$ cat src/rtl/aes_dec_scheduler_pkg.sv
// ---------------------------------------------------------------------------
// aes_pkg
// Shared definitions for the AES-128 decrypt scheduler slice: scheduler state
// encoding, the AES block width, the length of the core load window and a
// small index-to-one-hot helper used for the requester-facing vectors.
// ---------------------------------------------------------------------------
package aes_pkg;

    localparam int AES_BLOCK_W = 128;
    localparam int LOAD_CYCLES = 2;

    typedef enum logic [1:0] {
        IDLE = 2'd0,
        LOAD = 2'd1,
        RUN  = 2'd2,
        RESP = 2'd3
    } sched_state_e;

    // Requester index (0/1) to its one-hot position in a 2-bit vector.
    function automatic logic [1:0] onehot2(input logic idx);
        logic [1:0] vec;
        if (idx) begin
            vec = 2'b10;
        end else begin
            vec = 2'b01;
        end
        return vec;
    endfunction

endpackage

$ cat src/rtl/aes_dec_scheduler_if.sv
// ---------------------------------------------------------------------------
// aes_dec_scheduler_if
// Requester-side bundle of the decrypt scheduler.
//   req_valid/req_ready   : per-requester ciphertext handshake (one-hot grant)
//   req_ct0/req_ct1       : ciphertext blocks from requester 0 and 1
//   resp_valid/resp_ready : per-requester result handshake
//   resp_pt/resp_err      : shared plaintext and its abort qualifier
// master = the requesters, slave = the scheduler.
// ---------------------------------------------------------------------------
interface aes_dec_scheduler_if;

    logic [1:0]                       req_valid;
    logic [1:0]                       req_ready;
    logic [aes_pkg::AES_BLOCK_W-1:0]  req_ct0;
    logic [aes_pkg::AES_BLOCK_W-1:0]  req_ct1;
    logic [1:0]                       resp_valid;
    logic [1:0]                       resp_ready;
    logic [aes_pkg::AES_BLOCK_W-1:0]  resp_pt;
    logic                             resp_err;

    modport master (
        output req_valid, req_ct0, req_ct1, resp_ready,
        input  req_ready, resp_valid, resp_pt, resp_err
    );

    modport slave (
        input  req_valid, req_ct0, req_ct1, resp_ready,
        output req_ready, resp_valid, resp_pt, resp_err
    );

endinterface

$ cat src/rtl/aes_dec_scheduler_rr_arb2.sv
// ---------------------------------------------------------------------------
// rr_arb2
// Combinational 2-way round-robin arbiter.
//   req[1:0]   : pending requests
//   last_grant : index of the requester granted most recently
//   grant[1:0] : one-hot grant; a lone request always wins, a tie goes to the
//                requester that was not granted last
// ---------------------------------------------------------------------------
module rr_arb2 (
    input  logic [1:0] req,
    input  logic       last_grant,
    output logic [1:0] grant
);

    // Grant selection from the request pattern and the previous winner.
    always_comb begin
        grant = 2'b00;
        case (req)
            2'b01:   grant = 2'b01;
            2'b10:   grant = 2'b10;
            2'b11: begin
                if (last_grant) begin
                    grant = 2'b01;
                end else begin
                    grant = 2'b10;
                end
            end
            default: grant = 2'b00;
        endcase
    end

endmodule

$ cat src/rtl/aes_dec_scheduler.sv
// ---------------------------------------------------------------------------
// aes_dec_scheduler
// Shares one AES-128 inverse-cipher core between two requesters. A granted
// ciphertext is latched, loaded into the core by holding the core's reset for
// LOAD_CYCLES cycles, then the core is enabled until it reports ready. The
// plaintext is returned to the requester that owns the job. A watchdog aborts
// a job that stays in RUN for TIMEOUT cycles and returns resp_err=1, pt=0.
//   Clk, Rst           : clock, synchronous active-high reset
//   bus (slave)        : requester handshakes, ciphertexts, response
//   core_rst/en/ct     : drive the core's Rst, En and CT inputs
//   core_ry/core_pt    : core ready flag and plaintext
//   busy               : high whenever the scheduler is not IDLE
// ---------------------------------------------------------------------------
module aes_dec_scheduler
    import aes_pkg::*;
#(
    parameter int TIMEOUT = 63,
    parameter int CW      = 8
) (
    input  logic                    Clk,
    input  logic                    Rst,
    aes_dec_scheduler_if.slave      bus,
    output logic                    core_rst,
    output logic                    core_en,
    output logic [AES_BLOCK_W-1:0]  core_ct,
    input  logic                    core_ry,
    input  logic [AES_BLOCK_W-1:0]  core_pt,
    output logic                    busy
);

    sched_state_e            state_r,      state_s;
    logic                    last_grant_r, last_grant_s;
    logic                    owner_r,      owner_s;
    logic [AES_BLOCK_W-1:0]  ct_r,         ct_s;
    logic [AES_BLOCK_W-1:0]  pt_r,         pt_s;
    logic                    err_r,        err_s;
    logic [CW-1:0]           wd_r,         wd_s;
    logic [1:0]              load_cnt_r,   load_cnt_s;
    logic [1:0]              grant_s;

    rr_arb2 u_arb (
        .req        (bus.req_valid),
        .last_grant (last_grant_r),
        .grant      (grant_s)
    );

    // State and datapath registers; reset drops any job in flight.
    always_ff @(posedge Clk) begin
        if (Rst) begin
            state_r      <= IDLE;
            last_grant_r <= 1'b1;
            owner_r      <= 1'b0;
            ct_r         <= '0;
            pt_r         <= '0;
            err_r        <= 1'b0;
            wd_r         <= '0;
            load_cnt_r   <= 2'd0;
        end else begin
            state_r      <= state_s;
            last_grant_r <= last_grant_s;
            owner_r      <= owner_s;
            ct_r         <= ct_s;
            pt_r         <= pt_s;
            err_r        <= err_s;
            wd_r         <= wd_s;
            load_cnt_r   <= load_cnt_s;
        end
    end

    // Next-state and datapath update for the job sequence.
    always_comb begin
        state_s      = state_r;
        last_grant_s = last_grant_r;
        owner_s      = owner_r;
        ct_s         = ct_r;
        pt_s         = pt_r;
        err_s        = err_r;
        wd_s         = wd_r;
        load_cnt_s   = load_cnt_r;
        case (state_r)
            IDLE: begin
                // The arbiter only grants a valid requester, so a non-zero
                // grant in IDLE is the handshake.
                if (grant_s != 2'b00) begin
                    owner_s      = grant_s[1];
                    last_grant_s = grant_s[1];
                    if (grant_s[1]) begin
                        ct_s = bus.req_ct1;
                    end else begin
                        ct_s = bus.req_ct0;
                    end
                    load_cnt_s = 2'd0;
                    state_s    = LOAD;
                end else begin
                    state_s = IDLE;
                end
            end
            LOAD: begin
                wd_s = '0;
                if (load_cnt_r == 2'(LOAD_CYCLES - 1)) begin
                    state_s = RUN;
                end else begin
                    load_cnt_s = load_cnt_r + 2'd1;
                end
            end
            RUN: begin
                wd_s = wd_r + {{(CW-1){1'b0}}, 1'b1};
                // A ready core wins over a timeout in the same cycle.
                if (core_ry) begin
                    pt_s    = core_pt;
                    err_s   = 1'b0;
                    state_s = RESP;
                end else if (wd_r == CW'(TIMEOUT)) begin
                    pt_s    = '0;
                    err_s   = 1'b1;
                    state_s = RESP;
                end else begin
                    state_s = RUN;
                end
            end
            RESP: begin
                // Only the owner's ready releases the response.
                if (bus.resp_ready[owner_r]) begin
                    state_s = IDLE;
                end else begin
                    state_s = RESP;
                end
            end
            default: begin
                state_s = IDLE;
            end
        endcase
    end

    // Output decode; response data comes straight from registers so there is
    // no path from resp_ready to resp_pt.
    assign bus.req_ready  = ((state_r == IDLE) && !Rst) ? grant_s : 2'b00;
    assign bus.resp_valid = (state_r == RESP) ? onehot2(owner_r) : 2'b00;
    assign bus.resp_pt    = pt_r;
    assign bus.resp_err   = err_r;
    // The core is held in reset whenever the scheduler is, so a reset drops
    // the core's job as well.
    assign core_rst       = Rst | (state_r == LOAD);
    assign core_en        = (state_r == RUN);
    assign core_ct        = ct_r;
    assign busy           = (state_r != IDLE);

endmodule

$ cat src/flat_wrapper.sv
// flat-port wrapper written by rule: the top's interface ports become plain ports
module aes_dec_scheduler_flat import aes_pkg::*;
#(
    parameter int TIMEOUT = 63,
    parameter int CW      = 8
)
  (Clk, Rst, core_rst, core_en, core_ct, core_ry, core_pt, busy, bus_req_valid, bus_req_ct0, bus_req_ct1, bus_resp_ready, bus_req_ready, bus_resp_valid, bus_resp_pt, bus_resp_err);
  aes_dec_scheduler_if bus_i ();
  input  logic Clk;
  input  logic Rst;
  output logic core_rst;
  output logic core_en;
  output logic [AES_BLOCK_W-1:0] core_ct;
  input  logic core_ry;
  input  logic [AES_BLOCK_W-1:0] core_pt;
  output logic busy;
  input wire logic [$bits(bus_i.req_valid)-1:0] bus_req_valid;
  input wire logic [$bits(bus_i.req_ct0)-1:0] bus_req_ct0;
  input wire logic [$bits(bus_i.req_ct1)-1:0] bus_req_ct1;
  input wire logic [$bits(bus_i.resp_ready)-1:0] bus_resp_ready;
  output wire logic [$bits(bus_i.req_ready)-1:0] bus_req_ready;
  output wire logic [$bits(bus_i.resp_valid)-1:0] bus_resp_valid;
  output wire logic [$bits(bus_i.resp_pt)-1:0] bus_resp_pt;
  output wire logic [$bits(bus_i.resp_err)-1:0] bus_resp_err;
  assign bus_i.req_valid = bus_req_valid;
  assign bus_i.req_ct0 = bus_req_ct0;
  assign bus_i.req_ct1 = bus_req_ct1;
  assign bus_i.resp_ready = bus_resp_ready;
  assign bus_req_ready = bus_i.req_ready;
  assign bus_resp_valid = bus_i.resp_valid;
  assign bus_resp_pt = bus_i.resp_pt;
  assign bus_resp_err = bus_i.resp_err;
  aes_dec_scheduler #(.TIMEOUT(TIMEOUT), .CW(CW)) u_core (.Clk(Clk), .Rst(Rst), .bus(bus_i), .core_rst(core_rst), .core_en(core_en), .core_ct(core_ct), .core_ry(core_ry), .core_pt(core_pt), .busy(busy));
endmodule
$ cat config.mk
export PLATFORM = sky130hd
export DESIGN_NAME = aes_dec_scheduler_flat
export DESIGN_NICKNAME = d
export VERILOG_FILES = /design/src/rtl/aes_dec_scheduler_pkg.sv /design/src/rtl/aes_dec_scheduler_if.sv /design/src/rtl/aes_dec_scheduler_rr_arb2.sv /design/src/rtl/aes_dec_scheduler.sv /design/src/flat_wrapper.sv
export SDC_FILE = /design/constraint.sdc
export NUM_CORES = 1
export LEC_CHECK = 0
export BUFFER_PORTS_ARGS = -buffer_cell sky130_fd_sc_hd__buf_2
export CAP_MARGIN = 20
export CORE_AREA = 4 4 256 258
export DETAILED_ROUTE_END_ITERATION = 8
export DIE_AREA = 0 0 260 262
export PLACE_DENSITY = 0.42
export SLEW_MARGIN = 10
export SYNTH_ARGS = -nofsm -noshare
export SYNTH_HDL_FRONTEND = slang
export SYNTH_SLANG_ARGS = --single-unit
$ cat constraint.sdc
create_clock -name Clk -period 1.85 [get_ports Clk]
set_input_delay 0.37 -clock Clk [delete_from_list [all_inputs] [get_ports Clk]]
set_output_delay 0.37 -clock Clk [all_outputs]
set_load 0.05 [all_outputs]
==> results_dict.tcl <==
set metrics [dict create \
    cts_max_level 2 \
    drive_gt1_share_pct 52.5 \
    busiest_layer "met2" \
    status "finished, violations left" \
    clock_skew_ns 0.0144 \
    dp.final_hpwl_um 31100 \
    synth_compound_area_share_pct 25.5 \
    worstSetupPathType "reg2reg" \
    p_sw_mw 11.3 \
    io_pins 655 \
    grt_pass1_vias 10300 \
    worstReg2RegStart "u_core.state_r[1]" \
    drtIter0Drc 394 \
    finalPower_mw 26.1 \
    ys_seq_area_share_pct 52.2 \
    fillerInstances 6713 \
    period_share_pct 106 \
    start_util_pct 16.5 \
    cts_buffers 35 \
    cp.required_ns 2.33 \
    yosys.area.top_type "dfxtp_1" \
    multi_input_area_sq_um 4430 \
    holdPathStages 2 \
    critPathLaunchType "flip-flop" \
    pre_cts_ws_ns 0.0785 \
    cts_tree "done" \
    dieArea_sq_um 68100 \
    path_clk_slew_ns 0.06 \
    p_int_mw 14.8 \
    leakagePower_nw 8.11 \
    power.density_nw_per_um2 1530 \
    core.rowCount 92 \
    synthFlopType "dfxtp_1" \
    setup_viol 132 \
    cp.arrival_ns 2.44 \
    synth_area_leaders "dfxtp_1 52%, mux2i_1 13%, a21oi_1 6.6%, a22o_2 6.6%, o21ai_0 6.3%" \
    worst_pin_slew_ns 0.410 \
    synth_area_sq_um 10400 \
    register_area_sq_um 5430 \
    worstHoldEndpoint "u_core.bus.resp_pt[98]" \
    grt_usage_pct 10.8 \
    maxSlewViolCount 0 \
    grt_pass1_wl_um 57900 \
    synth_top_family_by_area "compound AO/OA/AOI/OAI gates" \
    drv_cap 0 \
    cts_sinks 271 \
    num_vias 10200 \
    synth_edf_count 0 \
    synth-seq-cells 271 \
    grt_use_met3_pct 3.51 \
    die_h_um 262 \
    grt-ovfl-total 0 \
    fin_ws_ns -0.111 \
    ys_async_sr_fraction_pct 0 \
    ant_nets 0 \
    slew_headroom_pct 72.6 \
    wl_per_cell_um 16.7 \
    clock.fmax_ghz 0.510 \
    synth_xor_area_share_pct 0.337 \
    finalHoldViolCount 0 \
    synth_cell_type_count 41 \
    combPwrFrac_pct 43.8 \
    drc 0 \
    wl_um 42700 \
    port_buffers 654 \
    sw_frac_of_total_pct 43.4 \
    layout.nets 2086 \
    fin_setup_tns_ns -7.68 \
    synth_top_area_share_pct 52.2 \
    cts_max_path_buffers 3 \
    design.core.area_sq_um 63000 \
    crit_fanout 6 \
    clkPwrFrac_pct 26.1 \
    peakVddDrop_mv 0.691 \
    grt_max_degree 61 \
    grt_antenna_before_repair 3 \
    violations "negative setup slack" \
    globalplace.congestion 0.837 \
    synth-simple-area-share_pct 2.22 \
    syn_nets 1349 \
    vias_per_cell 3.98 \
    drtPass1Iterations 4 \
    reg2reg_depth 9 \
    seqPwrFrac_pct 30.1 \
    avgSynthCellArea_sq_um 10.9 \
    synthAdderAreaFrac_pct 0.843 \
    end_kind "flip-flop" \
    die_x_um 260 \
    hold_start "core_pt[98]" \
    area_delta_synth_final_pct 63.7 \
    final_area_sq_um 17000 \
    fin_crit_ns 1.96 \
    grtUsageMet2_pct 19.4 \
    yosysMostFrequentCell "dfxtp_1" \
    yosys_warnings 0 \
    holdWs_ns 0.0475 \
    cts-root-buf "clkbuf_16" \
    synthTopCellsByCount "271 x dfxtp_1, 136 x a21oi_1, 131 x o21ai_0" \
    syn-instance-count 951 \
    hold_class "in2reg" \
    synthMuxAreaShare_pct 12.5 \
    r2r_setup_slack_ns -0.11 \
    placed_area_sq_um 14800 \
    reg2reg_to "u_core.bus.resp_pt[70]" \
    worstSkewPairLatency_ns 0.53 \
    rsz0062_at_grt "true" \
    grtUsageMet1_pct 11.9 \
]
## cell type report
type,count,area share (%)
Multi-Input combinational cell,587,26.0
Tap cell,846,6.23
Clock inverter,14,0.854
Timing Repair Buffer,786,28.8
Inverter,7,0.206
Clock buffer,49,5.94
Antenna cell,1,0.0147
Sequential cell,271,31.9
## cell families (layout without fill, tap and decap cells)
group                    Yosys count  in the layout
flip-flops                       271            271
multiplexers                     130            130
XOR/XNOR                           4              4
AO/OA/AOI/OAI                    407            407
adder cells (fa/ha/maj)            7              7
buffers and inverters             93            856
AND/OR/NAND/NOR                   39             39
other                              0              1
## placed cells by master (no fill, tap or decap), types with 8 or more instances in the layout
cell / instances
buf_8: 9
clkinv_2: 8
a22o_1: 60
nor2_1: 8
dlygate4sd3_1: 35
o21ai_0: 131
dfxtp_1: 269
buf_12: 14
a21oi_1: 136
mux2i_1: 130
buf_2: 647
buf_4: 60
clkbuf_16: 48
a22o_2: 65
## how the worst max path moves through the flow
| stage | startpoint | to | slack [ns] | cells past startpoint |
|---|---|---|---|---|
| final | u_core.state_r[1] | u_core.bus.resp_pt[70] | -0.11 | 9 |
| after global routing | u_core.state_r[1] | u_core.bus.resp_pt[76] | -0.18 | 9 |
| after CTS | u_core.state_r[0] | core_rst | -0.17 | 4 |
| after detailed placement | u_core.state_r[0] | u_core.bus.resp_pt[87] | 0.08 | 7 |
| after global placement | bus_req_valid[0] | u_core.core_ct[89] | 0.07 | 6 |
| after floorplan | u_core.state_r[0] | u_core.bus.resp_pt[126] | 0.09 | 7 |
## power groups by stage
stage / sequential [mW] / clock, mW / combinational (mW)
floorplan: 12.5 / 0 / 3.05
global placement: 7.94 / 0 / 10.7
detailed placement: 7.92 / 0 / 10.7
CTS: 7.85 / 7.11 / 11.1
global route: 8.03 / 7.29 / 12.1
finish: 7.86 / 6.81 / 11.4
## critical path, stage by stage, from the launching register on
cell and delay (ns):
dfxtp_4 0.35, buf_4 0.15, buf_6 0.12, ha_4 0.16, and4_4 0.20, a211oi_4 0.26
buf_6 0.19, clkbuf_16 0.19, clkbuf_16 0.16, a22o_1 0.14
## per-layer routing
metal,vias up,wire (um)
met5,-,13
met4,2,1170
met3,67,3660
met2,460,21800
met1,4636,16100
li1,5027,-
## registers in the layout, indices dropped and copies added (netlist names)
name and flops:
u_core.bus.resp_pt 128, u_core.last_grant_r 1, u_core.load_cnt_r 2, u_core.owner_r 1, u_core.core_ct 128, u_core.state_r 2
u_core.bus.resp_err 1, u_core.wd_r 8
## metrics by stage
| step | utilization, % | instances |
|---|---|---|
| floorplan | - | 951 |
| global placement | 23.5 | 2432 |
| detailed placement | 23.5 | 2432 |
| CTS | 26.2 | 2536 |
| global route | 27.0 | 2561 |
| finish | 27.0 | 2561 |
## repair_timing
item,4_1_cts,5_1_grt
setup endpoints to repair,7,130
cloned,0,15
hold buffers,35,0
resized for setup,45,24
setup buffers,7,10
endpoints found under the hold margin,35,0
pin swaps,3,27
Note: power is estimated with default switching activity, not from simulation.
